**config.mk**
```make
export PLATFORM = sky130hd
export DESIGN_NAME = div_ctrl
export DESIGN_NICKNAME = d
export VERILOG_FILES = /design/src/rtl/div_ctrl_pkg.sv /design/src/rtl/div_ctrl.sv
export SDC_FILE = /design/constraint.sdc
export NUM_CORES = 1
export LEC_CHECK = 0
export ABC_AREA = 1
export BUFFER_PORTS_ARGS = -buffer_cell sky130_fd_sc_hd__clkbuf_2
export CORE_MARGIN = 2
export CORE_UTILIZATION = 49
export DETAILED_ROUTE_END_ITERATION = 6
export GPL_TIMING_DRIVEN = 0
export HOLD_SLACK_MARGIN = 0.08
export PLACE_DENSITY = 0.68
export SLEW_MARGIN = 20
export SYNTH_ARGS = -nofsm -noshare
export SYNTH_HDL_FRONTEND = slang
export SYNTH_SLANG_ARGS = --single-unit
```
**constraint.sdc**
```tcl
create_clock -name clk -period 4.75 [get_ports clk]
set_clock_uncertainty 0.15 [all_clocks]
set_input_delay 0.7125 -clock clk [delete_from_list [all_inputs] [get_ports clk]]
set_output_delay 0.7125 -clock clk [all_outputs]
set_load 0.005 [all_outputs]
```
**src/rtl/div_ctrl_pkg.sv**
```systemverilog
`default_nettype none
// ============================================================================
//  Module      : div_ctrl_pkg
//  Description : Shared state encodings, handshake constants and helpers for
//                the multi-cycle 32-bit restoring divider controller.
//  Revision    : 1.0 - initial release
// ============================================================================
package div_ctrl_pkg;

  // Divider controller states
  typedef enum logic [1:0] {
    DIV_FREE    = 2'b00,
    DIV_BY_ZERO = 2'b01,
    DIV_ON      = 2'b10,
    DIV_END     = 2'b11
  } div_state_e;

  // Result handshake levels
  localparam logic DIV_RESULT_READY     = 1'b1;
  localparam logic DIV_RESULT_NOT_READY = 1'b0;

  // Start request levels
  localparam logic DIV_START = 1'b1;
  localparam logic DIV_STOP  = 1'b0;

  // Number of restoring steps for a 32-bit quotient
  localparam logic [5:0] DIV_STEPS = 6'd32;

  // Two's-complement magnitude; 0x80000000 maps to itself, which is the
  // correct unsigned magnitude 2^31.
  function automatic logic [31:0] abs32(input logic [31:0] v);
    return v[31] ? (~v + 32'd1) : v;
  endfunction

  // Two's-complement negation
  function automatic logic [31:0] neg32(input logic [31:0] v);
    return ~v + 32'd1;
  endfunction

endpackage : div_ctrl_pkg
`default_nettype wire

```
**src/rtl/div_ctrl.sv**
```systemverilog
`default_nettype none
// ============================================================================
//  Module      : div_ctrl
//  Description : Multi-cycle signed/unsigned 32-bit divider. One restoring
//                step per clock, 33 clocks from accepted start to ready.
//                result_o = {remainder, quotient}.
//  Revision    : 1.0 - initial release
// ============================================================================
module div_ctrl
  import div_ctrl_pkg::*;
(
  input  logic        clk,
  input  logic        rst,
  input  logic        signed_div_i,
  input  logic [31:0] opdata1_i,
  input  logic [31:0] opdata2_i,
  input  logic        start_i,
  input  logic        annul_i,
  output logic [63:0] result_o,
  output logic        ready_o,
  output logic        busy_o
);

  div_state_e  state_q, state_d;
  logic [5:0]  cnt_q, cnt_d;
  // Dividend bits shift out of the MSB while quotient bits shift into the LSB
  logic [31:0] dvd_q, dvd_d;
  logic [31:0] rem_q, rem_d;
  logic [31:0] dvs_q, dvs_d;
  logic        qneg_q, qneg_d;
  logic        rneg_q, rneg_d;
  logic [63:0] result_q, result_d;
  logic        ready_q, ready_d;

  logic [33:0] trial;
  logic        trial_ok;
  logic [31:0] quo_fix;
  logic [31:0] rem_fix;

  // Trial subtraction on the shifted partial remainder; bit 33 is the borrow
  assign trial    = {1'b0, rem_q, dvd_q[31]} - {2'b00, dvs_q};
  assign trial_ok = ~trial[33];

  // Sign correction applied when the result is registered
  assign quo_fix = qneg_q ? neg32(dvd_q) : dvd_q;
  assign rem_fix = rneg_q ? neg32(rem_q) : rem_q;

  // Next-state, datapath and output computation
  always_comb begin
    state_d  = state_q;
    cnt_d    = cnt_q;
    dvd_d    = dvd_q;
    rem_d    = rem_q;
    dvs_d    = dvs_q;
    qneg_d   = qneg_q;
    rneg_d   = rneg_q;
    result_d = result_q;
    ready_d  = ready_q;

    case (state_q)
      DIV_FREE: begin
        result_d = '0;
        ready_d  = DIV_RESULT_NOT_READY;
        if ((start_i == DIV_START) && !annul_i) begin
          if (opdata2_i == 32'd0) begin
            state_d = DIV_BY_ZERO;
          end else begin
            state_d = DIV_ON;
            cnt_d   = 6'd0;
            rem_d   = '0;
            if (signed_div_i) begin
              dvd_d  = abs32(opdata1_i);
              dvs_d  = abs32(opdata2_i);
              qneg_d = opdata1_i[31] ^ opdata2_i[31];
              rneg_d = opdata1_i[31];
            end else begin
              dvd_d  = opdata1_i;
              dvs_d  = opdata2_i;
              qneg_d = 1'b0;
              rneg_d = 1'b0;
            end
          end
        end
      end

      DIV_BY_ZERO: begin
        result_d = '0;
        if (annul_i) begin
          state_d = DIV_FREE;
          ready_d = DIV_RESULT_NOT_READY;
        end else begin
          state_d = DIV_END;
          ready_d = DIV_RESULT_READY;
        end
      end

      DIV_ON: begin
        if (annul_i) begin
          state_d  = DIV_FREE;
          cnt_d    = 6'd0;
          result_d = '0;
          ready_d  = DIV_RESULT_NOT_READY;
        end else if (cnt_q == DIV_STEPS) begin
          state_d  = DIV_END;
          cnt_d    = 6'd0;
          result_d = {rem_fix, quo_fix};
          ready_d  = DIV_RESULT_READY;
        end else begin
          rem_d = trial_ok ? trial[31:0] : {rem_q[30:0], dvd_q[31]};
          dvd_d = {dvd_q[30:0], trial_ok};
          cnt_d = cnt_q + 6'd1;
        end
      end

      DIV_END: begin
        if (start_i == DIV_STOP) begin
          state_d  = DIV_FREE;
          result_d = '0;
          ready_d  = DIV_RESULT_NOT_READY;
        end
      end

      default: begin
        state_d  = DIV_FREE;
        cnt_d    = 6'd0;
        result_d = '0;
        ready_d  = DIV_RESULT_NOT_READY;
      end
    endcase
  end

  // State and datapath registers with synchronous reset
  always_ff @(posedge clk) begin
    if (rst) begin
      state_q  <= DIV_FREE;
      cnt_q    <= 6'd0;
      dvd_q    <= '0;
      rem_q    <= '0;
      dvs_q    <= '0;
      qneg_q   <= 1'b0;
      rneg_q   <= 1'b0;
      result_q <= '0;
      ready_q  <= DIV_RESULT_NOT_READY;
    end else begin
      state_q  <= state_d;
      cnt_q    <= cnt_d;
      dvd_q    <= dvd_d;
      rem_q    <= rem_d;
      dvs_q    <= dvs_d;
      qneg_q   <= qneg_d;
      rneg_q   <= rneg_d;
      result_q <= result_d;
      ready_q  <= ready_d;
    end
  end

  assign result_o = result_q;
  assign ready_o  = ready_q;
  assign busy_o   = (state_q == DIV_BY_ZERO) || (state_q == DIV_ON);

endmodule : div_ctrl
`default_nettype wire
```
== Word-level counts from Yosys, hierarchy flattened ==
Cells that the tools add are included.
Cells by class
  bitwise operators: 7
  reductions and logical operators: 12
  equal/unequal tests: 10
  multiplexer cells: 40
  add/subtract/negate cells: 6
Operator list (count)
  32-bit two-way mux: 15
  64-bit two-way mux: 3
  64-bit one-hot mux with 3 select lines: 1
  32-bit by 1-bit adder with 32-bit output (second input constant): 4
  32-bit inverter: 4
  32-bit one-hot mux with 2 select lines: 2
  33-bit by 32-bit subtractor with 34-bit output: 1
  32-bit logical NOT: 1
  6-bit two-way mux: 4
  2-bit two-way mux: 6
  6-bit one-hot mux with 2 select lines: 1
  2-bit inequality test (second input constant): 5
  3-bit AND reduction: 3
  2-bit one-hot mux with 4 select lines: 1
  6-bit by 1-bit adder with 6-bit output (second input constant): 1
  6-bit == test (second input constant): 1
  1-bit two-way mux: 6
  5-bit AND reduction: 1
  2-bit == test (second input constant): 2
  1-bit one-hot mux with 4 select lines: 1
  3-bit inequality test (second input constant): 1
  2-bit by 1-bit == test with 1-bit output (second input constant): 1
  2-bit logical NOT: 1
  1-bit inverter: 2
  7 further kinds: 7
Storage, ports and cells
  register bits: 171

== Logic depth before layout (Yosys ltp) ==
Gate-level depths: netlist (run 1).
  word-level depth: 7
  gate-level depth with buffers: 17
  mapped depth without buffers: 16

== Worst setup path after synthesis (run 1) ==
No wires, ideal clock.
  kind: in2reg
  start: in opdata2_i[0]
  end: reg rem_q[28]
  arrival: 2.015 ns
  library setup time: 0.132 ns
  stages: 15
  slack: 2.452 ns
  data required time: 4.468 ns
  path through: inv_1 ha_1 nand3_1 nor2_1 nand2_1 nor2_2 nand2_2 nand3_2 buf_6 nor2_8 buf_6 nand2_1 inv_1 nand2_1 a21oi_1
On the way
  cells in the longest elaborated chain, start to end: 3
Ends and longest elaborated chain
  start, declared: RTL line div_ctrl.sv:16  | input logic [31:0] opdata2_i,
  32-bit logical NOT: RTL line div_ctrl.sv:65  | if (opdata2_i == 32'd0) begin
  2-bit inequality test (no line)
  5-bit AND reduction (no line)
  end signal, assigned: RTL line div_ctrl.sv:148  | rem_q <= rem_d;
  end, declared: RTL line div_ctrl.sv:28  | logic [31:0] rem_q, rem_d;
Every way passes these cells.
A chain may end at the register's enable or synchronous reset.

== Worst setup path in the final report (run 1) ==
  start: reg rem_q[8]
  end: reg rem_q[26]
On the way
  cells in the longest elaborated chain, start to end: 5
Ends and longest elaborated chain
  33-bit by 32-bit subtractor with 34-bit output: RTL line div_ctrl.sv:41  | assign trial = {1'b0, rem_q, dvd_q[31]} - {2'b00, dvs_q};
  32-bit two-way mux: RTL line div_ctrl.sv:109  | rem_d = trial_ok ? trial[31:0] : {rem_q[30:0], dvd_q[31]};
  32-bit two-way mux: RTL line div_ctrl.sv:103  | end else if (cnt_q == DIV_STEPS) begin
  32-bit two-way mux: RTL line div_ctrl.sv:98  | if (annul_i) begin
  32-bit one-hot mux with 2 select lines: RTL line div_ctrl.sv:60  | case (state_q)
Every way passes these cells. The select of a mux whose other input is x is not followed.

==> results of run 1 <==
critical path: stages, from the launching register on:
cell	delay (ns)
dfxtp_1	0.42
ha_1	0.44
nand2_1	0.13
nor2_1	0.25
nand2_1	0.15
inv_1	0.08
nand2_1	0.08
nand2_2	0.09
nand2_4	0.09
nand2_4	0.14
buf_4	0.20
nand3_1	0.16
nand2_1	0.11
a21oi_1	0.06
final cells by class:
| class | instances | share of cell area [%] |
|---|---|---|
| Multi-Input combinational cell | 1588 | 54.04 |
| Clock buffer | 17 | 2.935 |
| Inverter | 301 | 7.796 |
| Clock inverter | 15 | 1.442 |
| Timing Repair Buffer | 133 | 4.593 |
| Sequential cell | 171 | 23.62 |
| Buffer | 81 | 2.685 |
| Tap cell | 335 | 2.892 |
worst min path at each step:
stage	end	from	slack (ns)	cells after the start
after global placement	dvs_q[2]	dvs_q[2]	0.30	2
after CTS	dvs_q[2]	dvs_q[2]	0.32	2
after detailed placement	result_o[61]	result_o[61]	0.31	2
after global routing	result_o[61]	result_o[61]	0.33	2
after floorplan	dvs_q[2]	dvs_q[2]	0.28	2
final	result_o[0]	result_o[0]	0.31	2
cells in the mapped netlist (6+ instances only):
| cell | instances |
|---|---|
| nand2_1 | 625 |
| inv_1 | 289 |
| a21oi_1 | 213 |
| nand3_1 | 212 |
| dfxtp_1 | 171 |
| nor2_1 | 168 |
| o21ai_0 | 111 |
| ha_1 | 41 |
| xor2_1 | 39 |
| clkbuf_1 | 38 |
| buf_2 | 35 |
| nand4_1 | 30 |
| xnor2_1 | 20 |
| nor3_1 | 15 |
| nand3b_1 | 13 |
| o211ai_1 | 13 |
| inv_2 | 11 |
| nand2_2 | 11 |
| nor2_2 | 11 |
| or2_2 | 8 |
| o31ai_1 | 6 |
flip-flops by register name (all words and copies together) (netlist names):
register / count
dvs_q: 32
dvd_q: 32
rneg_q: 1
result_o: 64
ready_o: 1
state_q: 2
qneg_q: 1
cnt_q: 6
rem_q: 32
metal layers:
| metal | global-route usage (%) | vias up | wire length (µm) |
|---|---|---|---|
| met4 | 13.44 | 0 | 1683 |
| met1 | 44.55 | 6493 | 20400 |
| met5 | 0 | - | 0 |
| met2 | 53.75 | 519 | 20640 |
| met3 | 3.721 | 94 | 2585 |
| li1 | - | 7217 | - |
stage by stage:
stage	std cells	setup slack, ns	hold WS, ns	cell area, µm²
finish	2641	2.092	0.3150	14490
global route	2641	1.959	0.3319	14490
CTS	2641	2.113	0.3189	14490
detailed placement	2609	1.868	0.3076	13860
global placement	2609	1.914	0.2974	13860
floorplan	2141	2.452	0.2802	12770
power groups by stage:
stage               clock network, µW  logic [µW]  registers [µW]
floorplan                           0         911            1610
detailed placement                  0        1280            1640
global placement                    0        1270            1640
finish                           1480        1320            1610
CTS                              1480        1290            1610
global route                     1540        1460            1620
kinds of logic (layout without fill, tap and decap cells):
| family | Yosys count | after routing |
|---|---|---|
| AO/OA/AOI/OAI | 368 | 368 |
| XOR/XNOR | 59 | 59 |
| adder cells (fa/ha/maj) | 42 | 42 |
| buffers and inverters | 382 | 547 |
| flip-flops | 171 | 171 |
| AND/OR/NAND/NOR | 1119 | 1119 |
==> flow_summary.toml, run 1 <==
[synth]
synth_ff_type = "dfxtp_1"
ys_types = 48
synth_top_area_share_pct = 26.80
synth-compound-area-share_pct = 15.23
ys_seq_area_share_pct = 26.80
postSynthCellCount = 2141
synth_area_leaders = "dfxtp_1 (27%), nand2_1 (18%), inv_1 (8.5%)"
syn-num-nets = 2252
yosys.area.top_type = "dfxtp_1"
yosysWarningCount = 0
yosys.area_share.adder_pct = 4.173
synth_edf_count = 0
synth-simple-area-share_pct = 37.86
synth_area_um2 = 12770
synth_xor_area_share_pct = 4.045
ys_seq_elements = 171
synth_top_family_by_area = "simple AND/OR/NAND/NOR gates"
ys_async_sr_fraction_pct = 0
avgSynthCellArea_um2 = 5.966
synthMuxAreaShare_pct = 0

[timing]
finalSetupViolations = 0
fmax_mhz = 376.2
finalCriticalPeriod_ns = 2.658
worst_pin_slew_ns = 0.9724
rsz0062_at_grt = "no"
fin_crit_sh_pct = 55.96
slew_violations = 0
max_slew_margin_pct = 35.17
setup_tns_ns = 0
hold_viol = 0

[clock_network]
clockBufferDepth = 2
cts_setup_buffers = 0
cts_tree = "done"
root_buffer = "clkbuf_16"
cts.sinks = 171
cts_hold_buf = 0
cts_buffers = 17
worstSkewPairLatency_ns = 0.44
clk_pin_slew_worst_paths_ns = 0.09
cts-resized-gates = 0
cts_max_level = 4

[layout]
fin_nets = 2404
final_util_pct = 56.09
seqCellArea_um2 = 3423
n_antenna_cell = 0
layout_commonest_cell = "nand2_1"
multi_input_area_um2 = 7831
syn_to_final_growth_pct = 13.46
fillers = 2712
final_cell_mix = "nand2_1 (625), inv_1 (289), a21oi_1 (213)"
drive_gt1_share_pct = 11.67

[place]
port_buffers = 133
hpwl_um = 36810
routabilityCongestion = 0.9895

[setup_path]
cp.arrival_ns = 2.81
reg2reg_from = "rem_q[8]"
cp.required_ns = 4.91
worstSetupPathType = "flop to flop"
critPathMaxFanout = 10
endpoint_kind = "flop"
r2r_cells = 13
crit_path_start = "rem_q[8]"
crit_path_start_kind = "flop"
reg2reg_slack_ns = 2.09
crit_end = "rem_q[26]"
r2r-end = "rem_q[26]"

[power]
p_leak_uw = 0.007113
swShare_pct = 39.83
power_frac_seq_pct = 36.6
clock_power_share_pct = 33.5
p_comb_share_pct = 29.9
p_int_uw = 2652
power.total_uw = 4407
power.switching_uw = 1756
vdd_drop_max_mv = 0.2161
power.density_nw_per_um2 = 304.1

[detailed_routing]
drc = 4
drtPass1Iterations = 7
wirelength_um = 45310
route.detailed.wl_per_inst_um = 17.16
drtAntennaViolNets = 0
viasPerCell = 5.423
vias = 14323
drt_iter0_drc = 1301

[run_status]
violations = "design-rule violations"
status = "complete, but fails checks"

[die]
core_um2 = 25840
die_w_um = 165.5
die_y_um = 165.5
rows = 59
die_area_um2 = 27380
initial_utilization_pct = 49.44
io-pin-count = 135

[job]
max_cap_violations = 0

[global_routing]
antenna_found_initial = 0
grt_pass1_vias = 12982
grt_pass1_wl_um = 69500
overflow = 0
track_usage_pct = 33.03
grt_max_degree = 22

[min_path]
hold_path_class = "flop to flop"
No activity file was read; power rests on OpenSTA's default activity.
==> inputs of run 2 (changes only) <==
Clock period 4.75 ns to 2.58 ns, I/O delays scaled along.
==> run 2 against run 1 <==
The run now ends clean. Global-route usage barely moved. Utilization increased by 0.91 points. First-iteration DRC count down 2.5%. Combinational power grew 88%. Flip-flop and latch count unchanged. Setup slack lost 2.0 ns. Sequential share of layout area decreased by 0.24 points. Fmax up 6.1%. Via count is 0.40% higher. Register-to-register slack got worse by 2.0 ns.
==> flow_summary.toml, run 2 (same netlist as run 1, synthesis figures left out) <==
[run_status]
status = "finished, final reports clean"

[clock_network]
cts_buffers = 17
cts_tree = "done"
root_buffer = "clkbuf_16"
worstSkewPairLatency_ns = 0.45
clk_pin_slew_worst_paths_ns = 0.08
cts.sinks = 171
cts_max_level = 4
clockBufferDepth = 2
cts_hold_buf = 0

[layout]
n_antenna_cell = 0
final_cells = 2644
drive_gt1_share_pct = 13.82
syn_to_final_growth_pct = 15.30
layout_commonest_cell = "nand2_1"
final_cell_mix = "nand2_1 (622), inv_1 (287), a21oi_1 (212)"
fillers = 2680
seqCellArea_um2 = 3443
largest_reg_flops = 64
multi_input_area_um2 = 8010
fin_nets = 2407

[power]
p_leak_uw = 0.007141
vdd_drop_max_mv = 0.4009
power.density_nw_per_um2 = 555.4
power.total_uw = 8179

[detailed_routing]
vias = 14380
drtAntennaViolNets = 0
drt_iter0_drc = 1268
drc = 0
route.detailed.wl_per_inst_um = 17.25
viasPerCell = 5.439
wirelength_um = 45620
drtPass1Iterations = 6

[setup_path]
crit_path_start_kind = "flop"
worstSetupPathType = "flop to flop"
cp.required_ns = 2.74
cp.arrival_ns = 2.67
endpoint_kind = "flop"
critPathMaxFanout = 10

[place]
hpwl_um = 36810
port_buffers = 133
routabilityCongestion = 0.9895
placedCellCount = 2609

[timing]
finalCriticalPeriod_ns = 2.506
whs_ns = 0.09925
worst_pin_slew_ns = 0.9640
finalSetupViolations = 0
setup_tns_ns = 0
hold_viol = 0
max_slew_margin_pct = 35.73
fin_crit_sh_pct = 97.13
fmax_mhz = 399.0
slew_violations = 0

[die]
core_um2 = 25840
die_y_um = 165.5
die_area_um2 = 27380
die_w_um = 165.5
initial_utilization_pct = 49.44
io-pin-count = 135
rows = 59

[global_routing]
grt_pass1_vias = 13003
track_usage_pct = 33.07
overflow = 0
grt_max_degree = 22
antenna_found_initial = 0
grt_pass1_wl_um = 69590

[min_path]
hold_path_class = "input pin to flop"

[job]
max_cap_violations = 0
-- run 2: changes by cell type in the layout (fill, tap and decap cells not counted), moves of 3 or more --
| cell | change |
|---|---|
| nand2_1 | -3 |
| ha_1 | -17 |
| nor2_1 | -5 |
| ha_4 | +10 |
| nor2_2 | +4 |
| nand2_2 | +3 |
| ha_2 | +7 |
| dfxtp_2 | +16 |
| dfxtp_1 | -16 |
-- run 2: timing repair --
item	in CTS	in global routing
gates resized for setup	3	53
pin swaps	0	1
buffers inserted	0	3
endpoints found under the setup margin	4	40
-- run 2: layout make-up --
type                            instances  area share (%)
Inverter                              301           7.671
Sequential cell                       171           23.38
Clock buffer                           17           2.888
Clock inverter                         15           1.419
Buffer                                 81           2.736
Timing Repair Buffer                  136           4.672
Multi-Input combinational cell       1588           54.39
Tap cell                              335           2.846
-- run 2: where the power goes --
| part | internal (µW) | switching (µW) | total (µW) |
|---|---|---|---|
| Clock | 1340 | 1390 | 2730 |
| Combinational | 778 | 1700 | 2480 |
| Sequential | 2800 | 171 | 2970 |
| Total | 4920 | 3260 | 8180 |
-- run 2: path summary, 6_finish.rpt --
check	cells past startpoint	slack, ns	end	startpoint
setup / recovery	12	0.07	rem_q[26]	dvs_q[20]
hold / removal	3	0.1	dvs_q[25]	opdata2_i[25]
setup reg to reg	12	0.07	rem_q[26]	dvs_q[20]
hold reg to reg	2	0.31	dvs_q[2]	dvs_q[2]
-- run 2: per-stage QoR --
| step | utilization [%] | instance area [µm²] | setup slack [ns] |
|---|---|---|---|
| CTS | 56.16 | 14510 | 0.003826 |
| finish | 57.00 | 14730 | 0.07399 |
| detailed placement | 53.64 | 13860 | -0.05968 |
| floorplan | - | 12770 | 0.5179 |
| global route | 57.00 | 14730 | -0.001922 |
| global placement | 53.64 | 13860 | -0.04658 |
-- run 2: critical path, stage by stage, from the launching register on --
cell,delay (ns)
dfxtp_1,0.35
inv_1,0.11
ha_2,0.40
nand2_1,0.10
nor2_1,0.22
nand2_1,0.15
nor2_2,0.17
nand2_4,0.11
nand2_4,0.13
buf_6,0.17
nand3_1,0.15
nand2_1,0.10
a21oi_1,0.05
-- run 2: routing by layer --
metal  up-vias  wire (µm)  GRT usage, %
met1      6520      20410         44.58
li1       7215          -             -
met2       547      20820         53.85
met5         -          0             0
met3        98       2704         3.721
met4         0       1693         13.44
==> inputs of run 3 (changes only) <==
Settings changed: BUFFER_PORTS_ARGS -buffer_cell sky130_fd_sc_hd__clkbuf_2 to -buffer_cell sky130_fd_sc_hd__buf_4, CTS_BUF_LIST set to sky130_fd_sc_hd__clkbuf_2.
Clock period 2.58 ns to 2.5 ns, I/O delays scaled along.
==> run 3 against run 2 <==
Register-to-register slack barely moved. Highest routed layer unchanged. Die area did not move. Clock power fell by 38%. Sequential share of layout area fell by 1.8 points.
==> flow_summary.toml, run 3 (same netlist as run 1, synthesis figures left out) <==
[run_status]
status = "finished, final reports clean"

[clock_network]
clk_pin_slew_worst_paths_ns = 0.34
cts_tree = "done"
root_buffer = "clkbuf_2"
clockBufferDepth = 2
worstSkewPairLatency_ns = 0.82
cts_max_level = 4
cts.sinks = 171
cts_buffers = 17

[detailed_routing]
route.detailed.wl_per_inst_um = 16.97
drtAntennaViolNets = 0
drc = 0
wirelength_um = 46830
drt_iter0_drc = 1395
vias = 14875
viasPerCell = 5.389
drtPass1Iterations = 7

[die]
core_um2 = 25840
die_y_um = 165.5
die_area_um2 = 27380
rows = 59
die_w_um = 165.5
initial_utilization_pct = 49.44
io-pin-count = 135

[power]
power.switching_uw = 3274
clock_power_share_pct = 22.2
vdd_drop_max_mv = 0.3587
power_frac_seq_pct = 40.6
p_int_uw = 4285
power.density_nw_per_um2 = 465.9
swShare_pct = 43.31
p_leak_uw = 0.007617
p_comb_share_pct = 37.2

[setup_path]
reg2reg_slack_ns = 0.06
r2r-end = "rem_q[26]"
endpoint_kind = "flop"
r2r_cells = 12
critPathMaxFanout = 10
worstSetupPathType = "flop to flop"
path_cells = "inv_1 -> ha_4 -> inv_1 -> o21bai_1 -> o21ai_1 -> nand2_1 -> nor2_4 -> nand2_8 -> buf_6 -> nand3_1 -> nand2_1 -> a21oi_1"
crit_end = "rem_q[26]"
cp.arrival_ns = 2.99
reg2reg_from = "dvs_q[28]"
critical-path-max-stage-delay_ns = 0.40
crit_path_start_kind = "flop"
cp.required_ns = 3.05
crit_path_start = "dvs_q[28]"
crit_slowest_cell = "dfxtp_2"

[min_path]
hold_path_class = "input pin to flop"

[layout]
drive_gt1_share_pct = 16.71
syn_to_final_growth_pct = 27.03
fillers = 2554
layout_commonest_cell = "nand2_1"
final_util_pct = 62.80
largest_reg_flops = 64
fin_nets = 2521
final_cell_mix = "nand2_1 (611), inv_1 (285), nand3_1 (208), a21oi_1 (208), nor2_1 (153)"

[timing]
fin_crit_sh_pct = 97.48
fmax_mhz = 410.3
finalCriticalPeriod_ns = 2.437
hold_viol = 0
max_slew_margin_pct = 39.96
setup_ws_ns = 0.06297
finalSetupViolations = 0
worst_pin_slew_ns = 0.9006
slew_violations = 0

[place]
place_ws_ns = -0.1484
port_buffers = 133
hpwl_um = 36810
routabilityCongestion = 0.9910

[global_routing]
overflow = 0
grt_max_degree = 22
grt_pass1_wl_um = 71170
antenna_found_initial = 1
grt_pass1_vias = 13544
track_usage_pct = 33.64

[job]
max_cap_violations = 0
==> run 3: cell count changes in the layout (fill, tap and decap cells not counted), moves of 6 or more <==
cell and delta:
buf_4 +146, clkbuf_2 -116, dlygate4sd3_1 +102, dfxtp_1 -28, clkbuf_16 -17, dfxtp_2 +17
ha_1 -13, ha_4 +13, dfxtp_4 +11, nand2_1 -11, nor2_1 -10, nand2_2 +9
nor2_2 +7, buf_2 -6
==> run 3: worst min-delay path by stage <==
stage,startpoint,end,slack [ns],cells after the start
2_1_floorplan,dvs_q[2],dvs_q[2],0.28,2
3_3_place_gp,dvs_q[2],dvs_q[2],0.30,2
3_5_place_dp,dvd_q[17],dvd_q[17],0.31,2
4_1_cts,opdata2_i[1],dvs_q[5],0.15,6
5_1_grt,annul_i,cnt_q[4],0.19,5
6_report,opdata2_i[1],dvs_q[13],0.23,7
==> run 3: metal layers <==
metal	track usage (%)	part of all wire [%]
met5	0	0
met4	11.64	3.1
met2	56.41	47
met1	44.23	44
met3	4.745	6.0
==> run 3: layout make-up <==
cell class                 count  area, µm²  share of cell area (%)
timing repair buffer         250       2132                   13.14
multi-input combinational   1588       8317                   51.25
inverter                     301       1136                   7.001
clock buffer                  17      85.08                  0.5243
tap                          335      419.2                   2.583
sequential                   171       3506                   21.61
antenna                        2      5.005                 0.03084
buffer                        81      417.9                   2.575
clock inverter                15      209.0                   1.288
==> run 3: per-stage QoR <==
stage	hold WS, ns	cell area, µm²	setup TNS (ns)	power, µW	std cells
6_report	0.2268	16230	0	7559	2760
5_1_grt	0.1939	16230	-0.08981	8000	2760
4_1_cts	0.1544	15710	0	7390	2746
3_5_place_dp	0.3067	14190	-1.263	5581	2609
3_3_place_gp	0.2955	14190	-1.056	5562	2609
2_1_floorplan	0.2802	12770	0	4787	2141
==> run 3: power groups by stage <==
stage	combinational, µW	clock [µW]	sequential, µW
2_1_floorplan	1730	0	3060
3_3_place_gp	2450	0	3110
3_5_place_dp	2470	0	3110
4_1_cts	2650	1680	3060
5_1_grt	3120	1790	3090
6_report	2810	1680	3070
==> run 3: critical path, delay by kind of cell, from the launching register on <==
kind	cells	cell delay, ns
flops	1	0.40
simple gates	5	0.66
buf+inv	3	0.46
compound gates	3	0.39
fa+ha+maj	1	0.26
==> run 3: timing repair <==
item / in CTS / in global routing
setup buffers: 2 / 13
pin swaps: 1 / 12
hold endpoints to repair: 95 / 0
resized for setup: 49 / 111
hold buffers: 103 / 0
setup endpoints to repair: 34 / 79
